===== config.mk =====
export PLATFORM = sky130hd
export DESIGN_NAME = clock_display_scan
export DESIGN_NICKNAME = d
export VERILOG_FILES = /design/src/rtl/clock_display_scan.sv
export SDC_FILE = /design/constraint.sdc
export NUM_CORES = 1
export LEC_CHECK = 0
export ABC_AREA = 1
export BUFFER_PORTS_ARGS = -buffer_cell sky130_fd_sc_hd__buf_2
export CAP_MARGIN = 20
export CORE_MARGIN = 2
export CORE_UTILIZATION = 55
export CTS_CLUSTER_SIZE = 40
export DETAILED_ROUTE_END_ITERATION = 10
export GPL_TIMING_DRIVEN = 0
export PLACE_DENSITY = 0.75
export REMOVE_ABC_BUFFERS = 1
export SYNTH_ARGS = -nofsm -noshare
export SYNTH_HDL_FRONTEND = slang
export SYNTH_SLANG_ARGS = --single-unit

===== constraint.sdc =====
create_clock -name clk -period 2.4 [get_ports clk]
set_input_delay 0.36 -clock clk [delete_from_list [all_inputs] [get_ports clk]]
set_output_delay 0.36 -clock clk [all_outputs]
set_load 0.01 [all_outputs]

===== src/rtl/clock_display_scan.sv =====
// Four-digit common-anode seven-segment scanner for the clock: shows HH:MM or
// MM:SS, lights the colon on slot 2, blinks the field under edit.
module clock_display_scan #(
  parameter int unsigned REFRESH_DIV = 100_000,
  parameter int unsigned BLINK_DIV   = 25_000_000,
  parameter int unsigned LZ_BLANK    = 1
) (
  input  logic       clk,
  input  logic       rst,
  input  logic [3:0] h2,
  input  logic [3:0] h1,
  input  logic [3:0] m2,
  input  logic [3:0] m1,
  input  logic [3:0] s2,
  input  logic [3:0] s1,
  input  logic       view_sel,
  input  logic       edit_en,
  input  logic       edit_pos,
  output logic [6:0] seg,
  output logic       dp,
  output logic [3:0] an
);

  localparam int unsigned REF_W = (REFRESH_DIV > 1) ? $clog2(REFRESH_DIV) : 1;
  localparam int unsigned BLK_W = (BLINK_DIV > 1) ? $clog2(BLINK_DIV) : 1;
  localparam logic [6:0]  SEG_OFF  = 7'b1111111;
  localparam logic [6:0]  SEG_DASH = 7'b0111111;

  logic [REF_W-1:0] ref_cnt;
  logic [BLK_W-1:0] blk_cnt;
  logic [1:0]       idx;
  logic             phase;

  logic [3:0] digit;
  logic       field_sel;
  logic       blank;
  logic       lz_hide;
  logic [6:0] seg_nxt;
  logic       dp_nxt;
  logic [3:0] an_nxt;

  function automatic logic [6:0] decode(input logic [3:0] d);
    case (d)
      4'd0:    decode = 7'b1000000;
      4'd1:    decode = 7'b1111001;
      4'd2:    decode = 7'b0100100;
      4'd3:    decode = 7'b0110000;
      4'd4:    decode = 7'b0011001;
      4'd5:    decode = 7'b0010010;
      4'd6:    decode = 7'b0000010;
      4'd7:    decode = 7'b1111000;
      4'd8:    decode = 7'b0000000;
      4'd9:    decode = 7'b0010000;
      default: decode = SEG_DASH;
    endcase
  endfunction

  // Slot scan and blink phase both free-run regardless of inputs
  always_ff @(posedge clk) begin
    if (rst) begin
      ref_cnt <= '0;
      idx     <= 2'd0;
      blk_cnt <= '0;
      phase   <= 1'b1;
    end else begin
      if (ref_cnt == REF_W'(REFRESH_DIV - 1)) begin
        ref_cnt <= '0;
        idx     <= idx + 2'd1;
      end else begin
        ref_cnt <= ref_cnt + REF_W'(1);
      end
      if (blk_cnt == BLK_W'(BLINK_DIV - 1)) begin
        blk_cnt <= '0;
        phase   <= ~phase;
      end else begin
        blk_cnt <= blk_cnt + BLK_W'(1);
      end
    end
  end

  always_comb begin
    digit     = 4'd0;
    field_sel = 1'b0;
    case ({view_sel, idx})
      3'b0_11: digit = h2;
      3'b0_10: digit = h1;
      3'b0_01: digit = m2;
      3'b0_00: digit = m1;
      3'b1_11: digit = m2;
      3'b1_10: digit = m1;
      3'b1_01: digit = s2;
      default: digit = s1;
    endcase
    // idx[1] marks the left pair; MM:SS has no hours field to blink
    if (view_sel) field_sel = ~edit_pos & idx[1];
    else          field_sel = edit_pos ? idx[1] : ~idx[1];
    blank   = edit_en & ~phase & field_sel;
    lz_hide = (LZ_BLANK != 0) && !view_sel && (idx == 2'd3) && (h2 == 4'd0);

    seg_nxt = lz_hide ? SEG_OFF : decode(digit);
    dp_nxt  = (idx != 2'd2);
    an_nxt  = ~(4'b0001 << idx);
    if (blank) begin
      seg_nxt = SEG_OFF;
      dp_nxt  = 1'b1;
      an_nxt  = 4'b1111;
    end
  end

  always_ff @(posedge clk) begin
    if (rst) begin
      seg <= SEG_OFF;
      dp  <= 1'b1;
      an  <= 4'b1111;
    end else begin
      seg <= seg_nxt;
      dp  <= dp_nxt;
      an  <= an_nxt;
    end
  end

endmodule

* Yosys cells after proc, flatten, opt, wreduce, memory -nomap -nowiden
Memories as Yosys holds them, arrays and structs flattened. A register that Yosys moved wholly into a read port is not among the register bits.
Cells that the tools add are included.
** Word-level totals
- Output and inout port bits :: 12
- Latch bits :: 0
- Logic and storage cells :: 42
- Bits in registers :: 50
- Bits in read-only memories :: 112
- Memories :: 1
- Memory bits (writable) :: 0
** Operators by class
- Shifts and indexed selects :: 1
- Multiply operators :: 0
- Bitwise operators :: 7
- Reductions and logical operators :: 11
- Multiplexer cells :: 3
- Equal/unequal tests :: 10
- Order comparisons :: 0
- Add/subtract/negate cells :: 3
- Div/mod/pow operators :: 0
** Memory list
- (name not given) :: words 16, bits a word 7, read ports 1, clocked after memory_dff 1, wr ports 0, RTL line 43 : case (d)
** Operator list (number)
- $add A25 B1 Y25 const B :: 1
- $eq A25 B25 Y1 const B :: 1
- $pmux W4 S5 :: 1
- $add A17 B1 Y17 const B :: 1
- $eq A17 B17 Y1 const B :: 1
- $reduce_or A2 Y1 :: 5
- $eq A3 B3 Y1 const B :: 3
- $eq A3 B2 Y1 const B :: 2
- $logic_not A4 Y1 :: 1
- $not A4 Y4 :: 1
- $shl A1 B2 Y4 const A :: 1
- $and A1 B1 Y1 :: 3
- $eq A3 B1 Y1 const B :: 1
- $logic_not A3 Y1 :: 1
- $not A1 Y1 :: 3
- $reduce_or A3 Y1 :: 1
- $add A2 B1 Y2 const B :: 1
- $eq A2 B2 Y1 const B :: 1
- $logic_and A1 B1 Y1 :: 2
- $mux W1 :: 2
- $ne A2 B2 Y1 const B :: 1
- $logic_not A1 Y1 :: 1

* Depth between registers and ports, before layout
Gate-level depths: netlist (run 1).
- Depth in word-level cells :: 5
- Depth in mapped cells :: 14
- Gate-level depth less buffers :: 14

* Worst setup path after synthesis (run 1)
OpenSTA, ideal clock, no wires.
- Path kind :: register to register
- From :: register idx[0]
- To :: register seg[3]
- Path buffers :: 0
- Data required time :: 2.342 ns
- Data arrival time :: 1.847 ns
- Stages on the path, launching flop included :: 14
- Path slack :: 0.495 ns
- Path through :: dfxtp_1 > inv_1 > ha_1 > nand2_1 > nand2_2 > nor2_8 > nand3_1 > nand2_2 > inv_4 > ha_1 > nand3b_1 > nand2_1 > nand2_1 > nand2_1
** On the way
- Longest elaborated chain between the ends :: 4
** RTL lines
- from (decl) :: RTL line 31 : logic [1:0] idx;
- from (signal assigned) :: RTL line 68 : idx <= idx + 2'd1;
- parallel branches: the longest is 4 deep, another holds $pmux W4 S5
- to (decl) :: RTL line 19 : output logic [6:0] seg,
Parallel ways; which one is timed is not known.
A chain may end at the register's enable or synchronous reset.

* Worst setup path in the final report (run 1)
- From :: register idx[1]
- To :: register seg[3]
** On the way
- Longest elaborated chain between the ends :: 5
** RTL lines
- $not A1 Y1 :: RTL line 96 : else field_sel = edit_pos ? idx[1] : ~idx[1];
- $mux W1 :: RTL line 96
- $mux W1 :: RTL line 95 : if (view_sel) field_sel = ~edit_pos & idx[1];
- $and A1 B1 Y1 :: RTL line 97 : blank = edit_en & ~phase & field_sel;
- $reduce_or A3 Y1 (no line)
Several ways; a longest one is shown, not always the timed one.

==> flow_summary.json, run 1 <==
{
  "drcViolationCount": 0,
  "numCtsBuffers": 5,
  "grt_pass1_vias": 2410,
  "multi_input_area_sq_um": 1650,
  "initial_core_util_pct": 57.9,
  "hp-class": "in2reg",
  "synth_warnings": 0,
  "setup_viol": 0,
  "hpwl_um": 4480,
  "routed_via_density": 4.90,
  "grt.overflow.total": 0,
  "die_h_um": 78.0,
  "grt_max_degree": 26,
  "ys_ff_latch": 56,
  "utilization_pct": 64.0,
  "wirelength_um": 5700,
  "cts_htree_levels": 2,
  "cp_data_required_time_ns": 2.66,
  "root_buffer": "clkbuf_8",
  "placed_cells": 529,
  "tns_ns": 0,
  "ctsHoldBuffers": 0,
  "netlist.area_leader.share_pct": 37.2,
  "insertion_delay_ns": 0.31,
  "dieArea_sq_um": 6090,
  "grt_setup_unrepaired": "false",
  "antenna_found_initial": 0,
  "slowest_delay_ns": 0.39,
  "worstPathMaxFanout": 6,
  "path_buf_inv": 2,
  "die_x_um": 78.0,
  "static-leakage-power_uw": 0.00143,
  "synth-seq-area-share_pct": 37.2,
  "ys_top_cells_by_area": "dfxtp_1 (37%), nand2_1 (13%), nor2_1 (8.0%), nand3_1 (6.3%), inv_1 (5.6%)",
  "ys_types": 33,
  "tritoncts": "built",
  "seq_area_sq_um": 1120,
  "final-hold-violation-count": 0,
  "path_class": "reg2reg",
  "drt_iter0_markers": 148,
  "synth_edf_count": 0,
  "crit_chain": "inv_1 > ha_1 > nand2_1 > nand2_2 > nor2_4 > nand3_1 > nand2_2 > inv_4 > ha_1 > nand3b_1 > nand2_1 > nand2_1 > nand2_1",
  "status": "completed",
  "cp_slowest_cell": "dfxtp_1",
  "syn_area_sq_um": 3010,
  "layout.cells.non_filler": 537,
  "reg2reg_slack_ns": 0.26,
  "ys_async_sr_fraction_pct": 0,
  "drive_gt1_share_pct": 16.9,
  "wl_per_cell_um": 10.6,
  "antenna_left": 0,
  "crit_path_start_kind": "flop",
  "synth_top_area_cell": "dfxtp_1",
  "crit_arrival_ns": 2.40,
  "synthFlopType": "dfxtp_1",
  "synth_commonest_cells": "nand2_1 (105), nor2_1 (64), dfxtp_1 (56)",
  "cts.reportedPaths.clkPinSlew_ns": 0.10,
  "cap_violations": 0,
  "io_pins": 41,
  "worstMarginPinSlew_ns": 0.798,
  "grt_pass1_wl_um": 10200,
  "finClkSkew_ns": 0.0109,
  "syn_area_per_cell_sq_um": 7.07,
  "antennaDiodeCount": 0,
  "vias": 2629,
  "power_density_nw_per_um2": 488,
  "dr.pass1.iters": 4,
  "core-area_sq_um": 5200,
  "slew_headroom_pct": 46.6,
  "cts_num_sinks": 56,
  "postCtsSetupBuffers": 0,
  "min_period_ns": 2.14,
  "cp_top_family": "simple AND/OR/NAND/NOR gates",
  "netlist_instances": 426,
  "clk_path_buf_depth": 2,
  "syn_to_final_growth_pct": 10.6,
  "ir_worst_vdd_mv": 0.318,
  "max_freq_ghz": 0.467,
  "period_share_pct": 89.2,
  "portBuffers": 40,
  "fillers": 502,
  "cts_resized": 0,
  "slew_violations": 0,
  "crit_path_end_kind": "flop",
  "yosysMostFrequentCell": "nand2_1",
  "place_congestion": 0.876,
  "num_rows": 26,
  "crit_path_frequent_cell": "nand2_1",
  "grt_use_total_pct": 20.1,
  "nets": 505
}
[layer usage]
layer	vias up	wire length (um)	track usage, %
met2	31	2780	35.1
li1	1430	-	-
met4	0	11	4.21
met1	1166	2760	26.3
met3	2	154	3.45
met5	-	0	0
[state kept, by name, summed over array words and instances, names as in the netlist]
name     count
idx          2
seg          7
ref_cnt     17
phase        1
an           3
blk_cnt     25
dp           1
[final timing paths]
path	startpoint	end	depth (start not counted)
max	idx[1]$_SDFFE_PP0P_	seg[3]$_SDFF_PP1_	13
max reg2reg	idx[1]$_SDFFE_PP0P_	seg[3]$_SDFF_PP1_	13
min reg2reg	blk_cnt[0]$_SDFF_PP0_	blk_cnt[0]$_SDFF_PP0_	1
min	rst	phase$_SDFFE_PP1P_	3
[kinds of logic (layout without fill, tap and decap cells)]
kind of cell	Yosys count	after routing	share of synthesized area, %
adder cells (fa/ha/maj)	10	10	4.15
flip-flops	56	56	37.2
XOR/XNOR	17	17	4.94
AND/OR/NAND/NOR	274	274	42.8
buffers and inverters	55	96	7.97
AO/OA/AOI/OAI	14	14	2.91
[stage by stage]
stage | hold slack (ns) | setup WS (ns) | total power (uW) | area (sq um)
finish | 0.351 | 0.258 | 1630 | 3330
global route | 0.357 | 0.0211 | 1710 | 3330
CTS | 0.339 | 0.253 | 1650 | 3330
detailed placement | 0.445 | 0.269 | 1130 | 3240
global placement | 0.427 | 0.314 | 1130 | 3240
floorplan | 0.418 | 0.495 | 1080 | 2960
[layout make-up]
cell class,count,area share [%]
tap,70,2.63
timing repair buffer,40,6.01
clock buffer,5,2.06
sequential,56,33.6
multi-input combinational,315,49.5
clock inverter,3,0.638
inverter,48,5.48
[placed cells by master (no fill, tap or decap), types with 2 or more instances in the layout]
master / netlist / final
a21oi_1: 10 / 10
buf_2: 1 / 40
clkbuf_8: 0 / 5
dfxtp_1: 56 / 56
ha_1: 10 / 10
inv_1: 45 / 45
nand2_1: 105 / 105
nand2_2: 6 / 6
nand2_4: 4 / 4
nand3_1: 38 / 38
nand4_1: 7 / 7
nor2_1: 64 / 64
nor2_2: 3 / 3
nor3_1: 21 / 21
nor3_2: 2 / 2
nor3b_1: 6 / 6
nor4_1: 4 / 4
or2_2: 9 / 9
xnor2_1: 5 / 5
xor2_1: 12 / 12
[power breakdown]
group          internal, uW  switching [uW]  total [uW]
Clock                   208             306         514
Sequential              949            7.36         957
Combinational          62.0            92.3         154
[tightest hold or removal path, stage by stage]
cell and delay (ns):
buf_2 0.07, inv_1 0.09, nand3_1 0.10
(Power assumes the default switching activity.)
==> run 2: changes to the inputs <==
--- a/config.mk
+++ b/config.mk
@@ -9,12 +9,13 @@
 export BUFFER_PORTS_ARGS = -buffer_cell sky130_fd_sc_hd__buf_2
 export CAP_MARGIN = 20
 export CORE_MARGIN = 2
-export CORE_UTILIZATION = 55
+export CORE_UTILIZATION = 28
 export CTS_CLUSTER_SIZE = 40
 export DETAILED_ROUTE_END_ITERATION = 10
 export GPL_TIMING_DRIVEN = 0
-export PLACE_DENSITY = 0.75
+export PLACE_DENSITY = 0.43
 export REMOVE_ABC_BUFFERS = 1
+export SLEW_MARGIN = 20
 export SYNTH_ARGS = -nofsm -noshare
 export SYNTH_HDL_FRONTEND = slang
 export SYNTH_SLANG_ARGS = --single-unit
==> run 2 against run 1 <==
Sequential share of layout area fell by 0.84 points; final cell count is 12% higher; hold slack gained 0.033 ns; count of clock-buffer cells in the layout increased by 3; sequential cell count stayed put; fmax down 2.5%; clock skew up 0.0044 ns; via count grew 0.23%; wire length is 14% higher; register-to-register slack lost 0.05 ns; total power rose by 1.3%; combinational power up 3%; critical endpoint unchanged; highest routed layer unchanged.
==> flow_summary.json, run 2 (same netlist as run 1, synthesis figures left out) <==
{
  "crit_path_end_kind": "flop",
  "place_congestion": 0.807,
  "insertion_delay_ns": 0.31,
  "timing.hold.ws_ns": 0.384,
  "path_class": "reg2reg",
  "crit_arrival_ns": 2.44,
  "dr.pass1.iters": 4,
  "min-delay-start": "rst",
  "finClkSkew_ns": 0.0152,
  "pre_cts_ws_ns": 0.211,
  "place_area_sq_um": 3330,
  "power_density_nw_per_um2": 482,
  "max_freq_ghz": 0.455,
  "cts_num_sinks": 56,
  "holdPathStages": 3,
  "power_frac_seq_pct": 58.1,
  "hp-class": "in2reg",
  "dieArea_sq_um": 11600,
  "cts.reportedPaths.clkPinSlew_ns": 0.10,
  "portBuffers": 40,
  "nets": 505,
  "drcViolationCount": 0,
  "tns_ns": 0,
  "syn_to_final_growth_pct": 13.5,
  "ir_worst_vdd_mv": 0.219,
  "initial_core_util_pct": 29.1,
  "hpwl_um": 5100,
  "drive_gt1_share_pct": 16.7,
  "die_h_um": 108,
  "static-leakage-power_uw": 0.00143,
  "min_period_ns": 2.20,
  "p_total_uw": 1650,
  "top_regs": "blk_cnt x25, ref_cnt x17, seg x7",
  "tritoncts": "built",
  "vias": 2635,
  "worstMarginPinSlew_ns": 0.506,
  "num_rows": 37,
  "final-hold-violation-count": 0,
  "crit_path_start_kind": "flop",
  "largest_reg_flops": 25,
  "fillers": 1144,
  "slew_headroom_pct": 66.2,
  "reg2reg_slack_ns": 0.20,
  "seq_area_sq_um": 1120,
  "drt_iter0_markers": 66,
  "worstReg2RegStart": "idx[1]$_SDFFE_PP0P_",
  "wirelength_um": 6500,
  "setup_viol": 0,
  "sw_frac_of_total_pct": 24.2,
  "grt_setup_unrepaired": "false",
  "most-common-layout-cells": "nand2_1 (104), nor2_1 (64), dfxtp_1 (56)",
  "cts_htree_levels": 2,
  "wl_per_cell_um": 10.8,
  "rr_endpoint": "seg[3]$_SDFF_PP1_",
  "cp_data_required_time_ns": 2.64,
  "r2r.worst_path.cells": 13,
  "grt_use_total_pct": 11.5,
  "antennaDiodeCount": 0,
  "slowest_delay_ns": 0.39,
  "crit_path_frequent_cell": "nand2_1",
  "root_buffer": "clkbuf_8",
  "worstPathMaxFanout": 6,
  "cp_top_family": "simple AND/OR/NAND/NOR gates",
  "crit_chain": "inv_1 > ha_1 > nand2_1 > nand2_2 > nor2_4 > nand3_1 > nand2_2 > inv_4 > ha_1 > nand3b_1 > nand2_1 > nand2_1 > nand2_1",
  "p_int_uw": 1250,
  "grt_max_degree": 26,
  "fin_area_sq_um": 3420,
  "worstSetupPathDepth": 13,
  "ctsHoldBuffers": 0,
  "die_x_um": 108,
  "cap_violations": 0,
  "min_to": "phase$_SDFFE_PP1P_",
  "status": "completed",
  "grt_pass1_vias": 2410,
  "antenna_left": 0,
  "pwr-share-comb_pct": 9.6,
  "io_pins": 41,
  "antenna_found_initial": 0,
  "final_common_cell": "nand2_1",
  "clock_power_share_pct": 32.3,
  "clk_path_buf_depth": 2,
  "period_share_pct": 91.5,
  "regMostFlops": "blk_cnt",
  "multi_input_area_sq_um": 1650,
  "grt_pass1_wl_um": 10900,
  "grt.overflow.total": 0,
  "numCtsBuffers": 5,
  "slew_violations": 0,
  "routed_via_density": 4.37,
  "p_sw_uw": 398,
  "core-area_sq_um": 10400,
  "worst_slack_ns": 0.204,
  "cp_slowest_cell": "dfxtp_1",
  "path_buf_inv": 2
}
## run 2: layout make-up
| class | instances | area share, % |
|---|---|---|
| multi-input cells | 315 | 48.4 |
| inverters | 48 | 5.34 |
| well taps | 136 | 4.98 |
| repair buffers | 40 | 5.86 |
| flip-flops and latches | 56 | 32.8 |
| clock buffers | 8 | 2.64 |
## run 2: how the worst max path moves through the flow
stage / startpoint / endpoint / slack, ns
floorplan: idx[0]$_SDFFE_PP0P_ / seg[3]$_SDFF_PP1_ / 0.50
global route: idx[1]$_SDFFE_PP0P_ / seg[3]$_SDFF_PP1_ / 0.003
finish: idx[1]$_SDFFE_PP0P_ / seg[3]$_SDFF_PP1_ / 0.20
CTS: idx[1]$_SDFFE_PP0P_ / seg[3]$_SDFF_PP1_ / 0.18
detailed placement: idx[1]$_SDFFE_PP0P_ / seg[3]$_SDFF_PP1_ / 0.21
global placement: idx[1]$_SDFFE_PP0P_ / seg[3]$_SDFF_PP1_ / 0.23
## run 2: through the flow
step	cells	util [%]
global placement	595	32.1
detailed placement	595	32.1
CTS	603	32.9
finish	603	33.0
floorplan	419	-
global route	603	33.0
## run 2: power groups by stage
stage	Combinational [uW]	Clock, uW	Sequential [uW]
floorplan	91.6	0	985
global placement	159	0	979
detailed placement	160	0	979
CTS	160	562	957
global route	179	597	960
finish	158	532	957
## run 2: worst register-to-register path, stage by stage (launching register included)
cell and delay [ns]:
dfxtp_1 0.39, inv_1 0.09, ha_1 0.27, nand2_1 0.11, nand2_2 0.09, nor2_4 0.18
nand3_1 0.12, nand2_2 0.16, inv_4 0.07, ha_1 0.32, nand3b_1 0.16, nand2_1 0.07
nand2_1 0.04, nand2_1 0.06
## run 2: metal layers
layer  vias up  part of all wire, %  track usage, %
li1       1432                    -               -
met1      1167                   51            15.4
met2        30                   46            18.9
met3         6                  2.4            2.48
met4         0                 0.85            2.66
met5         -                    0               0
## run 2: what timing repair did
| item | 4_1_cts | 5_1_grt |
|---|---|---|
| setup endpoints to repair | 0 | 3 |
| hold endpoints to repair | 0 | 0 |
| setup buffers | 0 | 0 |
| resized for setup | 0 | 1 |
==> run 3: changes to the inputs <==
--- a/config.mk
+++ b/config.mk
@@ -9,11 +9,11 @@
 export BUFFER_PORTS_ARGS = -buffer_cell sky130_fd_sc_hd__buf_2
 export CAP_MARGIN = 20
 export CORE_MARGIN = 2
-export CORE_UTILIZATION = 28
+export CORE_UTILIZATION = 57
 export CTS_CLUSTER_SIZE = 40
 export DETAILED_ROUTE_END_ITERATION = 10
 export GPL_TIMING_DRIVEN = 0
-export PLACE_DENSITY = 0.43
+export PLACE_DENSITY = 0.77
 export REMOVE_ABC_BUFFERS = 1
 export SLEW_MARGIN = 20
 export SYNTH_ARGS = -nofsm -noshare
==> run 3 against run 2 <==
Fmax grew 3.4%; sequential cell count is the same; non-clock buffer count is the same; total power shrank 1.9%; worst setup slack gained 0.071 ns; die area shrank 49%; final cell count shrank 11%.
==> flow_summary.json, run 3 (same netlist as run 1, synthesis figures left out) <==
{
  "portBuffers": 40,
  "period_share_pct": 88.5,
  "grt.overflow.total": 0,
  "clk_path_buf_depth": 2,
  "top_regs": "blk_cnt x25, ref_cnt x17, seg x7",
  "grt_pass1_vias": 2446,
  "max_freq_ghz": 0.471,
  "ctsHoldBuffers": 0,
  "grt-busiest-layer": "met2",
  "nets": 505,
  "setup_viol": 0,
  "ir_worst_vdd_mv": 0.300,
  "min-delay-start": "rst",
  "layout.cells.non_filler": 537,
  "die_h_um": 76.7,
  "numCtsBuffers": 5,
  "worstPathMaxFanout": 6,
  "vias": 2694,
  "wirelength_um": 5620,
  "drt_iter0_markers": 121,
  "io_pins": 41,
  "regMostFlops": "blk_cnt",
  "worstReg2RegStart": "idx[1]$_SDFFE_PP0P_",
  "fin_area_sq_um": 3330,
  "grt_pass1_wl_um": 9880,
  "utilization_pct": 65.3,
  "antennaDiodeCount": 0,
  "placed_cells": 529,
  "final_common_cell": "nand2_1",
  "final-hold-violation-count": 0,
  "cap_violations": 0,
  "tritoncts": "built",
  "insertion_delay_ns": 0.30,
  "die_x_um": 76.7,
  "postCtsSetupBuffers": 0,
  "cp_data_required_time_ns": 2.65,
  "dieArea_sq_um": 5880,
  "crit_arrival_ns": 2.37,
  "use_met1_pct": 24.4,
  "power_density_nw_per_um2": 485,
  "largest_reg_flops": 25,
  "hpwl_um": 4420,
  "wl_per_cell_um": 10.5,
  "status": "completed",
  "drcViolationCount": 0,
  "worstMarginPinSlew_ns": 0.817,
  "num_rows": 26,
  "finClkSkew_ns": 0.00768,
  "root_buffer": "clkbuf_8",
  "hp-class": "in2reg",
  "slew_headroom_pct": 45.4,
  "place_congestion": 0.894,
  "initial_core_util_pct": 59.0,
  "min_period_ns": 2.12,
  "core-area_sq_um": 5110,
  "crit_path_start_kind": "flop",
  "path_class": "reg2reg",
  "worst_slack_ns": 0.275,
  "routed_via_density": 5.02,
  "grt_use_total_pct": 19.8,
  "cts_htree_levels": 2,
  "tns_ns": 0,
  "syn_to_final_growth_pct": 10.6,
  "cp-startpoint": "idx[1]$_SDFFE_PP0P_",
  "drive_gt1_share_pct": 16.5,
  "grtUsageMet3_pct": 4.24,
  "cts.reportedPaths.clkPinSlew_ns": 0.09,
  "place_area_sq_um": 3240,
  "slew_violations": 0,
  "grt_setup_unrepaired": "false",
  "cts_num_sinks": 56,
  "grt_max_degree": 26,
  "antenna_left": 0,
  "pre_cts_ws_ns": 0.282,
  "cts_resized": 0,
  "use_met2_pct": 34.9,
  "static-leakage-power_uw": 0.00143,
  "crit_path_end_kind": "flop",
  "antenna_found_initial": 0,
  "dr.pass1.iters": 4,
  "most-common-layout-cells": "nand2_1 (105), nor2_1 (64), dfxtp_1 (56)"
}
-- run 3: critical path, cell delays in order (launching register included) --
cell,delay [ns]
dfxtp_1,0.40
inv_1,0.09
ha_1,0.26
nand2_1,0.11
nand2_2,0.09
nor2_4,0.16
nand3_1,0.11
nand2_2,0.15
inv_4,0.06
ha_1,0.30
nand3b_1,0.15
nand2_1,0.07
nand2_1,0.05
nand2_1,0.05
-- run 3: where the power goes --
group | leakage, uW | total, uW | switching [uW] | internal [uW]
Sequential | 0.000455 | 957 | 7.37 | 949
Clock | 0.0000455 | 505 | 269 | 236
Combinational | 0.000930 | 154 | 92.0 | 61.9
-- run 3: cell type report --
class	instances	area, sq um
clock buffer	8	90.1
fill	491	1770
inverter	48	183
multi-input combinational	315	1650
sequential	56	1120
tap	70	87.6
timing repair buffer	40	200
-- run 3: metal layers --
layer,up-vias,part of all wire [%]
li1,1424,-
met1,1218,46
met2,44,49
met3,8,3.1
met4,0,1.4
met5,-,0
-- run 3: final timing paths --
check,end,slack [ns],cells past startpoint
min,phase$_SDFFE_PP1P_,0.36,3
max,seg[3]$_SDFF_PP1_,0.28,13
min reg2reg,blk_cnt[0]$_SDFF_PP0_,0.46,1
max reg2reg,seg[3]$_SDFF_PP1_,0.28,13
-- run 3: metrics by stage --
stage,total power (uW),hold WS [ns]
after floorplan,1080,0.418
after global placement,1130,0.428
after detailed placement,1130,0.438
after CTS,1640,0.356
after global routing,1700,0.360
final,1620,0.360
